### config.mk
export PLATFORM = sky130hd
export DESIGN_NAME = sap_control_sequencer
export DESIGN_NICKNAME = d
export VERILOG_FILES = /design/src/rtl/sap_control_sequencer.sv
export SDC_FILE = /design/constraint.sdc
export NUM_CORES = 1
export LEC_CHECK = 0
export CORE_AREA = 3 3 40 42
export DETAILED_ROUTE_END_ITERATION = 6
export DIE_AREA = 0 0 43 45
export DONT_BUFFER_PORTS = 1
export PLACE_DENSITY = 0.46
export SYNTH_ARGS = -nofsm -noshare
export SYNTH_HDL_FRONTEND = slang
export SYNTH_SLANG_ARGS = --single-unit
### constraint.sdc
create_clock -name clk_i -period 1.55 [get_ports clk_i]
set_input_delay 0.31 -clock clk_i [delete_from_list [all_inputs] [get_ports clk_i]]
set_output_delay 0.31 -clock clk_i [all_outputs]
set_load 0.01 [all_outputs]
### src/rtl/sap_control_sequencer.sv
// SAP-1 controller-sequencer: T-state ring sequencer plus microcode decode
// of every load, increment and bus-enable strobe for the 8-bit W bus.
module sap_control_sequencer #(
    parameter int             OPW    = 4,
    parameter logic [OPW-1:0] OP_LDA = 4'b0000,
    parameter logic [OPW-1:0] OP_ADD = 4'b0001,
    parameter logic [OPW-1:0] OP_SUB = 4'b0010,
    parameter logic [OPW-1:0] OP_OUT = 4'b1110,
    parameter logic [OPW-1:0] OP_HLT = 4'b1111
) (
    input  logic           clk_i,
    input  logic           clr_n_i,
    input  logic           run_i,
    input  logic [OPW-1:0] opcode_i,
    output logic [5:0]     tstate_o,
    output logic           pc_inc_o,
    output logic           pc_oe_o,
    output logic           mar_ld_o,
    output logic           ram_oe_o,
    output logic           ir_ld_o,
    output logic           ir_oe_o,
    output logic           a_ld_o,
    output logic           a_oe_o,
    output logic           b_ld_o,
    output logic           alu_sub_o,
    output logic           alu_oe_o,
    output logic           out_ld_o,
    output logic           halt_o
);

    localparam logic [2:0] S_RST  = 3'd0;
    localparam logic [2:0] S_T1   = 3'd1;
    localparam logic [2:0] S_T2   = 3'd2;
    localparam logic [2:0] S_T3   = 3'd3;
    localparam logic [2:0] S_T4   = 3'd4;
    localparam logic [2:0] S_T5   = 3'd5;
    localparam logic [2:0] S_T6   = 3'd6;
    localparam logic [2:0] S_HALT = 3'd7;

    logic [2:0] state_q, state_d;

    always_ff @(posedge clk_i or negedge clr_n_i) begin
        if (!clr_n_i) state_q <= S_RST;
        else          state_q <= state_d;
    end

    // HALTED is sticky: only the asynchronous clear leaves it.
    always_comb begin
        state_d = state_q;
        case (state_q)
            S_RST:  if (run_i) state_d = S_T1;
            S_T1:   if (run_i) state_d = S_T2;
            S_T2:   if (run_i) state_d = S_T3;
            S_T3:   if (run_i) state_d = S_T4;
            S_T4:   if (run_i) state_d = (opcode_i == OP_HLT) ? S_HALT : S_T5;
            S_T5:   if (run_i) state_d = S_T6;
            S_T6:   if (run_i) state_d = S_T1;
            S_HALT: state_d = S_HALT;
            default: state_d = S_RST;
        endcase
    end

    always_comb begin
        tstate_o  = 6'b000000;
        pc_inc_o  = 1'b0;
        pc_oe_o   = 1'b0;
        mar_ld_o  = 1'b0;
        ram_oe_o  = 1'b0;
        ir_ld_o   = 1'b0;
        ir_oe_o   = 1'b0;
        a_ld_o    = 1'b0;
        a_oe_o    = 1'b0;
        b_ld_o    = 1'b0;
        alu_sub_o = 1'b0;
        alu_oe_o  = 1'b0;
        out_ld_o  = 1'b0;
        halt_o    = 1'b0;

        if (state_q >= S_T1 && state_q <= S_T6)
            tstate_o = 6'b000001 << (state_q - S_T1);

        // Opcode is only consulted in T4..T6, so an unknown IR during fetch
        // cannot leak X onto the strobes.
        if (state_q == S_HALT) begin
            halt_o = 1'b1;
        end else if (run_i) begin
            case (state_q)
                S_T1: begin pc_oe_o = 1'b1; mar_ld_o = 1'b1; end
                S_T2: pc_inc_o = 1'b1;
                S_T3: begin ram_oe_o = 1'b1; ir_ld_o = 1'b1; end
                S_T4: begin
                    if (opcode_i == OP_LDA || opcode_i == OP_ADD || opcode_i == OP_SUB) begin
                        ir_oe_o  = 1'b1;
                        mar_ld_o = 1'b1;
                    end else if (opcode_i == OP_OUT) begin
                        a_oe_o   = 1'b1;
                        out_ld_o = 1'b1;
                    end else if (opcode_i == OP_HLT) begin
                        halt_o   = 1'b1;
                    end
                end
                S_T5: begin
                    if (opcode_i == OP_LDA) begin
                        ram_oe_o = 1'b1;
                        a_ld_o   = 1'b1;
                    end else if (opcode_i == OP_ADD || opcode_i == OP_SUB) begin
                        ram_oe_o = 1'b1;
                        b_ld_o   = 1'b1;
                    end
                end
                S_T6: begin
                    if (opcode_i == OP_ADD || opcode_i == OP_SUB) begin
                        alu_oe_o  = 1'b1;
                        a_ld_o    = 1'b1;
                        alu_sub_o = (opcode_i == OP_SUB);
                    end
                end
                default: ;
            endcase
        end
    end

endmodule

Word-level counts from Yosys, hierarchy flattened:

Index checks and enable logic that the tools add are counted.
Widths: inputs -> output; s select.

* bits in registers: 3
* output and inout bits: 19

* add/subtract/negate cells: 1
* magnitude comparators: 2
* equal/unequal tests: 17
* shifts and indexed selects: 1
* multiplexer cells: 56
* reduce and logical (&&, ||, !) cells: 8

Operators by type and width (count)
* $mux 1: 44
* $pmux 3 s7: 1
* $mux 3: 6
* $eq 3x3->1 const B: 4
* $ne 2x2->1 const B: 5
* $eq 4x4->1 const B: 2
* $eq 3x2->1 const B: 2
* $mux 6: 1
* $pmux 1 s2: 3
* $reduce_and 6->1: 1
* $shl 1x3->6 const A: 1
* $eq 4x1->1 const B: 1
* $eq 4x2->1 const B: 1
* $logic_not 4->1: 1
* $eq 3x1->1 const B: 1
* $ge 3x1->1 const B: 1
* $le 3x3->1 const B: 1
* $logic_not 3->1: 1
* $logic_or 1x1->1: 3
* $sub 3x1->3 const B: 1
* $mux 2: 1
* $ne 2x1->1 const B: 1
* $reduce_or 2->1: 1
* $logic_and 1x1->1: 1

Longest topological paths before layout:

* depth in word-level cells: 7
* mapped depth: 5
* depth with buffers taken out: 4

Worst setup path before layout:

OpenSTA, ideal clock, no wires.

* path kind: flip-flop to output port
* start: register state_q[1]
* end: output port tstate_o[2]
* data arrival time: 1.254 ns
* required time: 1.240 ns
* setup slack: -0.014 ns
* cell stages (with the launch flop): 5
* cells stage by stage: dfrtp_1 -> buf_2 -> nor2_1 -> ha_1 -> nor3_1

* cells in the longest elaborated chain, start to end: 3
* elaborated cells on any way between the ends: 6

RTL lines
* from (decl): line 40 `logic [2:0] state_q, state_d;`
* from (signal assigned): line 44 `else state_q <= state_d;`
* $sub 3x1->3 (tied with other cells): line 80 `tstate_o = 6'b000001 << (state_q - S_T1);`
* $shl 1x3->6 / $logic_and 1x1->1 (equally long branches): line 80, 79
* $mux 6 (*): line 79 `if (state_q >= S_T1 && state_q <= S_T6)`
* to (decl): line 15 `output logic [5:0] tstate_o,`

Every way passes the cells marked *; elsewhere a longest branch is shown, timed or not.

Worst setup path in the final report:

* start: register state_q[0]
* end: output port out_ld_o

* cells in the longest elaborated chain, start to end: 4
* elaborated cells on any way between the ends: 5

RTL lines
* $eq 3x3->1
* $mux 1 (2 in series)
* $mux 1 (*)
* to (decl): line 27 `output logic out_ld_o,`

Marked as above.

==> reports/qor.txt <==
Ant diodes = 0
Sequential area share after synthesis = 0.191
Static Leakage = 0.253 nW
Crit-path max FO = 5
Pin count of the biggest net entering global routing = 10
Hold slack = 0.228 ns
Critical Path, Cell by Cell = or3_4, nor2_4, buf_6
Post-synthesis adder-cell area fraction = 0.0318
Syn Nets = 70
Multi-input logic area = 468 um2
Crit Path Class = flop to output port
Post-Syn Instances = 62
Starting Density = 0.306
Tcrit/Tclk final = 1.05
Core ar. = 1280 um2
Max VDD drop = 0.000825 V
Total Routing Usage GR = 0.130
Least-Margin Pin Slew = 0.472 ns
Die height = 45 um
Routed wire per std cell = 14.2 um
Yosys top cell by area = dfrtp_1
Design Power = 1.41 mW
Port Buffer Count = 0
Ys async rst share = 1.00
Post-synth EDFFs = 0
Most frequent cell after synthesis = nor2_1
Skew-Pair Late Insertion Delay = 0.23 ns
Violated checks = setup timing
Vias in the first global route = 418
# setup viols final = 10
Number of CTS-inserted buffers = 3
Post-Route WL = 1280 um
Pre-CTS setup slack = 0.0801 ns
Routed via count = 472
Layout cell share with drive strength beyond 1 = 0.627
CTS H-tree depth = 1
# nets final = 84
Post-synth top area share = 0.191
Post-Synth XOR/XNOR Area = 0.0223
CP Capture Type = output port
Outcome = complete, but fails checks
Synth top area cells = dfrtp_1 (19%), nor2_1 (13%), nand2b_1 (8.0%), nand2_1 (6.7%), a21oi_1 (6.4%)
First-pass GRT wire length = 1860 um
Worst-path clk slew = 0.04 ns
Clk buf depth = 2
Post-DP HPWL = 809 um
Finished Layout Cells = 90
Relative slew slack = 0.683
Die area = 1940 um2
Synth Register Bits = 3
Cell area power density = 1990 nW/um2
Placer Congestion = 0.720
Global route overflow = 0
Post-route worst setup slack = -0.0760 ns
Root buf cell = clkbuf_4
Placed cell count = 79
Post-Synth Simple-Gate Area = 0.532
Largest family of logic cells by synthesized area = simple AND/OR/NAND/NOR gates
Worst setup SP type = flop
Max cap viols = 0
Mapped Avg Cell Area = 6.34 um2
Critical path's slowest cell = dfrtp_2
Biggest cell delay along the critical path = 0.44 ns
First drt pass iteration count = 4
Area grow syn2layout = 80.6%
Slew Limit Fails = 0
Crit path required time = 1.24 ns
I/O Pins = 26
Die X = 43 um
RSZ-0062 raised after global routing = yes
Sequential Area = 77.6 um2
Clock Skews = 0.00366 ns
Final Hold Vio Count = 0
Post-synth top cells = nor2_1 (14), nand2_1 (7), a21oi_1 (5), nand2b_1 (5), nor3_1 (5)
Synth warn = 0
Post-synthesis cell type count = 21
Period minus WS final = 1.63 ns
Fillers = 119
CTS tree = done
F_max = 615 MHz
Path category of the worst min-delay check = input port to flop
Top_reg_cell synth = dfrtp_1
# DRC = 0
Critical path data arrival time = 1.32 ns
Multiplexer area fraction after synthesis = 0.0287
FP Rows = 13
Via-per-instance ratio = 5.24
Initial DRC count = 7
Antenna violations before repair = 0
Antenna Nets Post-Route = 0
Clk sinks = 3
Synth Area in Compound Gates = 0.108
Mapped cell area = 393 um2
-- critical path, delay by kind of cell, from the launching register on --
family                 cells  cell delay [ns]
and+or+nand+nor            2             0.53
DFF                        1             0.44
buffers and inverters      1             0.12
-- where the power goes --
part / switching (mW) / leakage, nW / internal, mW / total, mW
clock: 0.0378 / 0.0150 / 0.0963 / 0.134
combinational: 0.612 / 0.207 / 0.476 / 1.09
sequential: 0.0630 / 0.0313 / 0.124 / 0.187
-- per-layer routing --
metal / track usage / vias up / routed length (um)
li1: - / 237 / -
met1: 0.138 / 220 / 502
met5: 0 / - / 0
met2: 0.222 / 15 / 695
met4: 0.0663 / 0 / 0
met3: 0.0558 / 0 / 79
-- placed cells by master (no fill, tap or decap), types with 2 or more instances in the layout --
master,netlist,final
a21oi_1,5,3
a21oi_2,0,2
buf_4,2,11
buf_6,0,2
clkbuf_4,0,3
dfrtp_2,0,2
nand2_1,7,7
nand2b_1,5,3
nand2b_4,0,2
nand4b_1,2,2
nor2_1,14,4
nor2_2,0,2
nor2_4,0,8
nor3_2,0,2
nor3_4,0,2
-- final cells by class --
class / instances / share of cell area
clock buffer: 4 / 0.0370
timing repair buffer: 14 / 0.162
multi-input combinational: 53 / 0.660
inverter: 1 / 0.00529
sequential: 3 / 0.109
tap: 15 / 0.0265
-- per-stage QoR --
stage          setup TNS, ns  utilization  area [um2]
2_1_floorplan              0            -         398
3_3_place_gp               0        0.342         439
3_5_place_dp               0        0.342         439
4_1_cts               -0.554        0.452         581
5_1_grt                -1.08        0.552         709
6_report              -0.356        0.552         709
-- logic make-up (layout without fill, tap and decap cells) --
group                      after synthesis  in the layout
buffers and inverters                    6             19
xor gates and xnor gates                 1              1
and+or+nand+nor                         42             42
adders and majority gates                1              1
AOI/OAI and AO/OA                        8              8
muxes                                    1              1
DFF                                      3              3
-- path summary, 6_finish.rpt --
kind	from	endpoint	slack, ns	cells after the start
min in group asynchronous	clr_n_i	state_q[0]	0.33	1
min	run_i	state_q[0]	0.23	2
max in group asynchronous	clr_n_i	state_q[1]	1.06	1
max	state_q[0]	out_ld_o	-0.08	3
max reg2reg	flop	state_q[1]	0.34	4
min reg2reg	flop	state_q[1]	0.71	3
-- repair_timing --
item	in CTS	in global routing
gates cloned	0	0
hold endpoints to repair	3	0
gates resized for setup	21	24
hold buffers	1	0
setup endpoints to repair	17	18
pin swaps	5	7
buffers inserted	2	4
Note: power is estimated with default switching activity, not from simulation.
